--- src/rtl/imem_loader_if.sv ---
// Instruction-image stream into the program loader.
// The source (test harness or host) drives the word, its valid flag and the
// end-of-image marker. The loader returns ready.
interface imem_loader_if;
    logic        s_valid;
    logic [31:0] s_data;
    logic        s_last;
    logic        s_ready;

    modport master (
        output s_valid,
        output s_data,
        output s_last,
        input  s_ready
    );

    modport slave (
        input  s_valid,
        input  s_data,
        input  s_last,
        output s_ready
    );
endinterface

--- src/rtl/imem_loader.sv ---
// Program loader for the simulated MIPS system.
// Streams instruction words into imem at consecutive word addresses from
// BASE_ADDR, and holds the processor in reset until the image is in place.
// Optional macro IMEM_LOADER_VERIFY_EN adds a read-back pass. This pass
// compares the sum of the stored words against the sum of the streamed words
// before the processor is released.
//
// state     | meaning
// ----------+-----------------------------------------------------------
// ST_IDLE   | waiting for start, stream ignored
// ST_LOAD   | accepting words, one registered write per accepted beat
// ST_FLUSH  | last write in flight, stream closed
// ST_VERIFY | read-back and sum compare (IMEM_LOADER_VERIFY_EN only)
// ST_DONE   | image in place, cpu released; left only by reset
// ST_ERROR  | overflow or verify mismatch, cpu held; left only by reset
module imem_loader #(
    parameter logic [31:0] BASE_ADDR = 32'h8002_0000,
    parameter int unsigned MAX_WORDS = 1024
) (
    input  logic                clk,
    input  logic                reset,
    input  logic                start,
    imem_loader_if.slave        s,
    output logic [31:0]         mem_addr,
    output logic [31:0]         mem_din,
    input  logic [31:0]         mem_dout,
    output logic [1:0]          mem_access_sz,
    output logic                mem_rd_wr,
    output logic                mem_en,
    output logic                cpu_reset,
    output logic                done,
    output logic                error,
    output logic [15:0]         word_count
);

    localparam logic [1:0] SZ_WORD = 2'b10;

    typedef enum logic [2:0] {
        ST_IDLE   = 3'd0,
        ST_LOAD   = 3'd1,
        ST_FLUSH  = 3'd2,
        ST_VERIFY = 3'd3,
        ST_DONE   = 3'd4,
        ST_ERROR  = 3'd5
    } state_t;

    state_t      state_q, state_d;
    logic [31:0] mem_addr_q, mem_addr_d;
    logic [31:0] mem_din_q, mem_din_d;
    logic        mem_en_q, mem_en_d;
    logic        mem_rd_wr_q, mem_rd_wr_d;
    logic [15:0] word_count_q, word_count_d;

    logic        beat;
    logic        at_cap;
    logic        s_ready_o;

    // A beat is only taken in LOAD, so start+valid in IDLE never writes.
    assign beat   = (state_q == ST_LOAD) && s.s_valid;
    assign at_cap = (word_count_q == 16'(MAX_WORDS - 1));

`ifdef IMEM_LOADER_VERIFY_EN
    logic [31:0] checksum_q, checksum_d;
    logic [31:0] vsum_q, vsum_d;
    logic [15:0] rd_cnt_q, rd_cnt_d;
    logic [15:0] rcv_cnt_q, rcv_cnt_d;
    logic        verify_end;
    logic        sum_ok;

    // Data returns one cycle behind each read, so rcv_cnt reaching the word
    // count means every issued read has come back.
    assign verify_end = (rcv_cnt_q == word_count_q);
    assign sum_ok     = (vsum_q == checksum_q);
`else
    logic unused_mem_dout;
    assign unused_mem_dout = ^mem_dout;
`endif

    // State register
    always_ff @(posedge clk) begin
        if (reset) begin
            state_q <= ST_IDLE;
        end else begin
            state_q <= state_d;
        end
    end

    // Next-state logic
    always_comb begin
        state_d = state_q;
        case (state_q)
            ST_IDLE: begin
                if (start) begin
                    state_d = ST_LOAD;
                end
            end
            ST_LOAD: begin
                if (beat) begin
                    if (s.s_last) begin
                        state_d = ST_FLUSH;
                    end else if (at_cap) begin
                        state_d = ST_ERROR;
                    end
                end
            end
            ST_FLUSH: begin
`ifdef IMEM_LOADER_VERIFY_EN
                state_d = ST_VERIFY;
`else
                state_d = ST_DONE;
`endif
            end
            ST_VERIFY: begin
`ifdef IMEM_LOADER_VERIFY_EN
                if (verify_end) begin
                    state_d = sum_ok ? ST_DONE : ST_ERROR;
                end
`else
                state_d = ST_ERROR;
`endif
            end
            ST_DONE:  state_d = ST_DONE;
            ST_ERROR: state_d = ST_ERROR;
            default:  state_d = ST_IDLE;
        endcase
    end

    // State-decoded outputs
    always_comb begin
        s_ready_o = (state_q == ST_LOAD);
        done      = (state_q == ST_DONE);
        error     = (state_q == ST_ERROR);
        cpu_reset = (state_q != ST_DONE);
    end

    assign s.s_ready = s_ready_o;

    // Memory port, word counter and checksums
    always_comb begin
        mem_addr_d   = mem_addr_q;
        mem_din_d    = mem_din_q;
        mem_en_d     = 1'b0;
        mem_rd_wr_d  = 1'b1;
        word_count_d = word_count_q;
`ifdef IMEM_LOADER_VERIFY_EN
        checksum_d   = checksum_q;
        vsum_d       = vsum_q;
        rd_cnt_d     = rd_cnt_q;
        rcv_cnt_d    = rcv_cnt_q;
`endif
        if (beat) begin
            mem_addr_d   = BASE_ADDR + {14'd0, word_count_q, 2'b00};
            mem_din_d    = s.s_data;
            mem_en_d     = 1'b1;
            mem_rd_wr_d  = 1'b0;
            word_count_d = word_count_q + 16'd1;
`ifdef IMEM_LOADER_VERIFY_EN
            checksum_d   = checksum_q + s.s_data;
`endif
        end
`ifdef IMEM_LOADER_VERIFY_EN
        // The first read is issued from FLUSH so that read-back starts on the
        // same edge that enters VERIFY.
        if (((state_q == ST_FLUSH) || (state_q == ST_VERIFY)) &&
            (rd_cnt_q != word_count_q)) begin
            mem_addr_d  = BASE_ADDR + {14'd0, rd_cnt_q, 2'b00};
            mem_en_d    = 1'b1;
            mem_rd_wr_d = 1'b1;
            rd_cnt_d    = rd_cnt_q + 16'd1;
        end
        if (mem_en_q && mem_rd_wr_q) begin
            vsum_d    = vsum_q + mem_dout;
            rcv_cnt_d = rcv_cnt_q + 16'd1;
        end
`endif
    end

    // Datapath registers
    always_ff @(posedge clk) begin
        if (reset) begin
            mem_addr_q   <= BASE_ADDR;
            mem_din_q    <= 32'd0;
            mem_en_q     <= 1'b0;
            mem_rd_wr_q  <= 1'b1;
            word_count_q <= 16'd0;
`ifdef IMEM_LOADER_VERIFY_EN
            checksum_q   <= 32'd0;
            vsum_q       <= 32'd0;
            rd_cnt_q     <= 16'd0;
            rcv_cnt_q    <= 16'd0;
`endif
        end else begin
            mem_addr_q   <= mem_addr_d;
            mem_din_q    <= mem_din_d;
            mem_en_q     <= mem_en_d;
            mem_rd_wr_q  <= mem_rd_wr_d;
            word_count_q <= word_count_d;
`ifdef IMEM_LOADER_VERIFY_EN
            checksum_q   <= checksum_d;
            vsum_q       <= vsum_d;
            rd_cnt_q     <= rd_cnt_d;
            rcv_cnt_q    <= rcv_cnt_d;
`endif
        end
    end

    assign mem_addr      = mem_addr_q;
    assign mem_din       = mem_din_q;
    assign mem_en        = mem_en_q;
    assign mem_rd_wr     = mem_rd_wr_q;
    assign mem_access_sz = SZ_WORD;
    assign word_count    = word_count_q;

endmodule

--- src/flat_wrapper.sv ---
// flat-port wrapper written by rule: the top's interface ports become plain ports
module imem_loader_flat 
#(
    parameter logic [31:0] BASE_ADDR = 32'h8002_0000,
    parameter int unsigned MAX_WORDS = 1024
)
  (clk, reset, start, mem_addr, mem_din, mem_dout, mem_access_sz, mem_rd_wr, mem_en, cpu_reset, done, error, word_count, s_s_valid, s_s_data, s_s_last, s_s_ready);
  imem_loader_if s_i ();
  input  logic clk;
  input  logic reset;
  input  logic start;
  output logic [31:0] mem_addr;
  output logic [31:0] mem_din;
  input  logic [31:0] mem_dout;
  output logic [1:0] mem_access_sz;
  output logic mem_rd_wr;
  output logic mem_en;
  output logic cpu_reset;
  output logic done;
  output logic error;
  output logic [15:0] word_count;
  input wire logic [$bits(s_i.s_valid)-1:0] s_s_valid;
  input wire logic [$bits(s_i.s_data)-1:0] s_s_data;
  input wire logic [$bits(s_i.s_last)-1:0] s_s_last;
  output wire logic [$bits(s_i.s_ready)-1:0] s_s_ready;
  assign s_i.s_valid = s_s_valid;
  assign s_i.s_data = s_s_data;
  assign s_i.s_last = s_s_last;
  assign s_s_ready = s_i.s_ready;
  imem_loader #(.BASE_ADDR(BASE_ADDR), .MAX_WORDS(MAX_WORDS)) u_core (.clk(clk), .reset(reset), .start(start), .s(s_i), .mem_addr(mem_addr), .mem_din(mem_din), .mem_dout(mem_dout), .mem_access_sz(mem_access_sz), .mem_rd_wr(mem_rd_wr), .mem_en(mem_en), .cpu_reset(cpu_reset), .done(done), .error(error), .word_count(word_count));
endmodule
--- config.mk ---
export PLATFORM = sky130hd
export DESIGN_NAME = imem_loader_flat
export DESIGN_NICKNAME = d
export VERILOG_FILES = /design/src/rtl/imem_loader_if.sv /design/src/rtl/imem_loader.sv /design/src/flat_wrapper.sv
export SDC_FILE = /design/constraint.sdc
export NUM_CORES = 1
export LEC_CHECK = 0
export CAP_MARGIN = 20
export CORE_MARGIN = 5
export CORE_UTILIZATION = 39
export DETAILED_ROUTE_END_ITERATION = 7
export MAX_ROUTING_LAYER = met4
export PLACE_DENSITY = 0.87
export SLEW_MARGIN = 10
export SYNTH_ARGS = -nofsm -noshare
export SYNTH_HDL_FRONTEND = slang
export SYNTH_SLANG_ARGS = --single-unit
--- constraint.sdc ---
create_clock -name clk -period 2.5 [get_ports clk]
set_input_delay 0.5 -clock clk [delete_from_list [all_inputs] [get_ports clk]]
set_output_delay 0.5 -clock clk [all_outputs]
set_load 0.01 [all_outputs]
# Word-level counts from Yosys, hierarchy flattened
# Index checks and enable logic that the tools add are counted.
[totals]
rom_bits = 0
ram_bits = 0
reg_bits = 85
mem_count = 0
latch_bits = 0
output_inout_bits = 88
[op_classes]
reduce_logical = 5
n_eq_ne = 10
n_div = 0
n_shift = 0
n_addsub = 2
bitwise_logic = 0
n_lt_le_gt_ge = 0
mul = 0
n_mux = 7
[op_table]
columns = ["operator", "n"]
rows = [
  ["adder 32 x 18 -> 32 bit (first input constant)", 1],
  ["adder 16 x 1 -> 16 bit (second input constant)", 1],
  ["== test 16 x 10 -> 1 bit (second input constant)", 1],
  ["two-way mux 3 bit", 4],
  ["case mux 3 bit (4 select lines)", 1],
  ["== test 3 x 2 -> 1 bit (second input constant)", 2],
  ["== test 3 bit (second input constant)", 2],
  ["OR reduction 2 bit", 2],
  ["== test 3 x 1 -> 1 bit (second input constant)", 1],
  ["zero test 3 bit", 1],
  ["inequality test 3 x 2 -> 1 bit (second input constant)", 1],
  ["inequality test 3 bit (second input constant)", 1],
  ["AND reduction 3 bit", 1],
  ["two-way mux 1 bit", 2],
  ["inequality test 2 x 1 -> 1 bit (second input constant)", 1],
  ["inequality test 2 bit (second input constant)", 1],
  ["logical AND 1 bit", 1],
]

# Depth between registers and ports, before layout
# Gate-level depths: netlist of the first run.
[depth]
ltp_word = 5
ltp_mapped = 7
ltp_nobuf = 5

# Worst setup path before layout of the first run
# Ideal clock, no wire load.
[synth_path]
kind = "register -> register"
start = "register u_core.state_q[2]"
end = "register u_core.word_count_q[15] (netlist: u_core.word_count[15])"
slack_ns = 0.617
arrival_ns = 1.813
stages_incl_launch_ff = 8
period_less_slack_ns = 1.883
cell_sequence = "dfxtp_1 > buf_6 > nand4bb_4 > buf_6 > or3_1 > buf_2 > or4_1 > a21oi_1"
[synth_via]
elab_chain_len = 2
[synth_rtl]
columns = ["element", "line", "source"]
rows = [
  ["start: declaration", "imem_loader.sv:47", "state_t state_q, state_d;"],
  ["start signal: assignment", "imem_loader.sv:84", "state_q <= state_d;"],
  ["== test 3 x 1 -> 1 bit", "imem_loader.sv:59", "assign beat = (state_q == ST_LOAD) && s.s_valid;"],
  ["logical AND 1 bit", "imem_loader.sv:59", ""],
  ["end signal: assignment", "imem_loader.sv:197", "word_count_q <= word_count_d;"],
  ["end: declaration", "imem_loader.sv:52", "logic [15:0] word_count_q, word_count_d;"],
]
# No other way between the ends.
# A chain may end at the register's enable or synchronous reset.

# Worst setup path after layout of the first run
[layout_path]
start = "register u_core.state_q[1]"
end = "output port done"
[layout_via]
elab_chain_len = 1
[layout_rtl]
columns = ["element", "line", "source"]
rows = [
  ["== test 3 bit", "imem_loader.sv:131", "done = (state_q == ST_DONE);"],
  ["end: declaration", "flat_wrapper.sv:19", "output logic done;"],
]
# No other way between the ends.

==> metrics.csv, run 1 <==
metric;value;unit
WS Path Type;reg2out;
status;completed;
Layout Skew;0.00886;ns
CTS sink count;70;
Area Growth Syn to Fin;44.6;%
worst slew pin tran;0.661;ns
Clk pwr share;37.1;%
number of global-route vias before repair;2443;
Synth Cell Area;2850;um2
Fillers;653;
core area;7180;um2
top cells by area, synth;dfxtp_1 (49%), nand2_1 (14%), a21oi_1 (10%), buf_4 (4.5%), clkbuf_1 (2.1%);
Syn Area/Cell;8.14;um2
number of CTS-inserted buffers;9;
FFs w/ async S/R, synth;0;%
CP required;2.00;ns
Leakage;1.44;nW
Max Cap Viol;0;
internal power;1.88;mW
Reg-to-Reg End;u_core.word_count[15];
crit path capture type;output port;
FMAX;0.427;GHz
Worst-Skew Late Latency;0.34;ns
CTS tree;built;
Layout Nets;520;
area leader, netlist;dfxtp_1;
Starting Density;39.7;%
post-route DRC violation count;0;
Synth Register Bits;70;
setup TNS;0;ns
Site Rows;31;
r2r worst-path depth;4;
post-route cell area;4120;um2
YS warnings;0;
pin count of the biggest net entering global routing;55;
PwrDens;617;nW/um2
chip height;95.5;um
# diodes;0;
share of Yosys cell area claimed by the top area cell type;49.2;%
crit path from;u_core.state_q[1];
initial antenna violation count;0;
R2R setup slack;0.60;ns
DP Area;3910;um2
max_slew headroom;54.8;%
Die X-Extent;95.5;um
routed via count;2665;
post-route minimum period;2.34;ns
switching power total;0.665;mW
Die ar.;9120;um2
Detail Placement HPWL;5.28;mm
share of cells above drive strength 1;5.95;%
drt pass-1 iters;4;
cells after synthesis;350;
CTS Buffer Depth;2;
GRT overflow;0;
Critical Path AT;1.84;ns
Post-CTS Hold Buffers;0;
root buf cell;clkbuf_8;
sequential share of power;47.3;%
count of final hold-check violations;0;
fin crit share;93.6;%
Sw Ratio;26.1;%
worst reg2reg path startpoint;u_core.state_q[1];
Placer Congestion;0.776;
DR vias/cell;4.82;
DRT iter0 DRCs;113;
RSZ-0062 raised after global routing;no;
Min-Delay Path Class;reg2reg;
Routed WL;7.27;mm
register area share after synthesis;49.2;%
IO Count;157;
Worst Setup Start Kind;flop;
antenna-violating nets left;0;
VDD IR-drop max;0.000323;V
Buffers on Ports;107;
ys flop type;dfxtp_1;
Final Max Slew Viols;0;
Final setup viols;0;
Total Routing Usage GR;16.7;%
CP Max Fanout;12;
combinational share of power;15.5;%
total power;2.54;mW
routed len/inst;13.2;um
first-pass GRT wire length;11.6;mm
final hold slack;0.455;ns
H-tree lvl count;3;
Reg clk slew, reported paths;0.07;ns
post-synth cell types;37;
Worst setup endpoint;done;
number of synthesized flops with an enable pin;0;
[power by group through the flow]
stage | Clock (mW) | Sequential (mW) | Combinational [mW]
floorplan | 0 | 1.24 | 0.211
global placement | 0 | 1.23 | 0.389
detailed placement | 0 | 1.23 | 0.397
CTS | 0.981 | 1.20 | 0.399
global route | 1.03 | 1.21 | 0.436
finish | 0.944 | 1.20 | 0.394
[critical path, cell delays in order, from the launching register on]
cell and delay, ns:
dfxtp_1 0.41, or3b_2 0.51, inv_1 0.06, clkdlybuf4s50_1 0.52
[area by class of cell]
type	instances	area (um2)	share of cell area (%)
flip-flops and latches	70	1400	34.0
inverters	3	11.3	0.273
clock inverters	5	57.6	1.40
well taps	99	124	3.01
clock buffers	11	151	3.67
multi-input cells	252	1260	30.6
repair buffers	113	1110	27.0
[stage by stage]
stage	setup slack (ns)	utilization [%]	instances
finish	0.160	57.4	553
global route	0.0672	57.4	553
CTS	0.0474	57.4	553
detailed placement	0.0675	54.5	537
global placement	0.0862	54.5	537
floorplan	0.617	-	365
[layer usage]
metal | up-vias | share of wire, % | global-route usage (%)
met4 | 0 | 2.6 | 7.35
met3 | 12 | 7.6 | 5.84
met1 | 1226 | 41 | 18.6
li1 | 1332 | - | -
met5 | - | 0 | -
met2 | 95 | 49 | 27.1
[cells in the mapped netlist (3+ instances only)]
cell type / count
nand2b_1: 4
nand2_1: 103
nor2_1: 10
nand3_1: 5
o21ai_0: 5
dfxtp_1: 70
nand4_1: 6
a21oi_1: 57
xnor2_1: 3
clkbuf_1: 16
or3_1: 5
o31ai_1: 3
buf_1: 3
inv_1: 3
xor2_1: 6
buf_4: 17
or4_1: 3
nor4_1: 3
[timing repair]
action,4_1_cts,5_1_grt
gates resized for setup,0,1
setup buffers,0,0
setup endpoints to repair,0,1
[cell families (layout without fill, tap and decap cells)]
| group | after synthesis | in the layout | synth area share [%] |
|---|---|---|---|
| AO/OA/AOI/OAI | 69 | 69 | 12.8 |
| flip-flops | 70 | 70 | 49.2 |
| XOR/XNOR | 9 | 9 | 2.77 |
| buffers and inverters | 43 | 132 | 8.52 |
| AND/OR/NAND/NOR | 154 | 154 | 25.2 |
| other | 2 | 17 | 0.263 |
| multiplexers | 1 | 1 | 0.351 |
| adder cells (fa/ha/maj) | 2 | 2 | 0.878 |
[sequential cells by signal, indices dropped and copies added, names as in the netlist]
signal / flops
u_core.mem_addr: 17
u_core.mem_din: 32
u_core.mem_en: 1
u_core.mem_rd_wr: 1
u_core.state_q: 3
u_core.word_count: 16
[worst min-delay path by stage]
stage | slack (ns) | depth (start not counted) | start | endpoint
floorplan | 0.48 | 2 | u_core.mem_addr[10] | u_core.mem_addr[10]
finish | 0.45 | 2 | u_core.mem_din[25] | u_core.mem_din[25]
detailed placement | 0.45 | 2 | u_core.mem_addr[5] | u_core.mem_addr[5]
global placement | 0.44 | 2 | u_core.mem_din[30] | u_core.mem_din[30]
CTS | 0.46 | 2 | u_core.mem_din[26] | u_core.mem_din[26]
global route | 0.47 | 2 | u_core.mem_din[26] | u_core.mem_din[26]
[placed cells by master, fill, tap and decap left out, types with 2 or more instances in the layout]
cell | netlist | routed
inv_1 | 3 | 3
nor3b_1 | 2 | 2
o21ai_0 | 5 | 5
nand2b_1 | 4 | 4
nand2_1 | 103 | 103
xnor2_1 | 3 | 3
clkbuf_8 | 0 | 11
and4_1 | 2 | 2
buf_4 | 17 | 6
nand3_1 | 5 | 5
nor2b_1 | 2 | 2
clkdlybuf4s50_1 | 0 | 106
a211oi_1 | 2 | 2
xor2_1 | 6 | 6
nor3_1 | 2 | 2
o31ai_1 | 3 | 3
clkinvlp_4 | 0 | 3
nor2_1 | 10 | 10
nand4_1 | 6 | 6
ha_1 | 2 | 2
or4_1 | 3 | 3
conb_1 | 2 | 17
a21oi_1 | 57 | 57
nor4_1 | 3 | 3
dfxtp_1 | 70 | 69
or3_1 | 5 | 5
Power figures use the tool's default switching activity.
==> run 2: changes to the inputs <==
--- a/config.mk
+++ b/config.mk
@@ -8,6 +8,7 @@
 export CAP_MARGIN = 20
 export CORE_MARGIN = 5
 export CORE_UTILIZATION = 39
+export CTS_CLUSTER_DIAMETER = 50
 export DETAILED_ROUTE_END_ITERATION = 7
 export MAX_ROUTING_LAYER = met4
 export PLACE_DENSITY = 0.87
==> results of run 2 <==
No change in the layout: final DEF, timing and power equal those of run 1.
==> run 3: changes to the inputs <==
--- a/config.mk
+++ b/config.mk
@@ -5,7 +5,6 @@
 export SDC_FILE = /design/constraint.sdc
 export NUM_CORES = 1
 export LEC_CHECK = 0
-export CAP_MARGIN = 20
 export CORE_MARGIN = 5
 export CORE_UTILIZATION = 39
 export CTS_CLUSTER_DIAMETER = 50
==> results of run 3 <==
No change in the layout: final DEF, timing and power equal those of run 1.
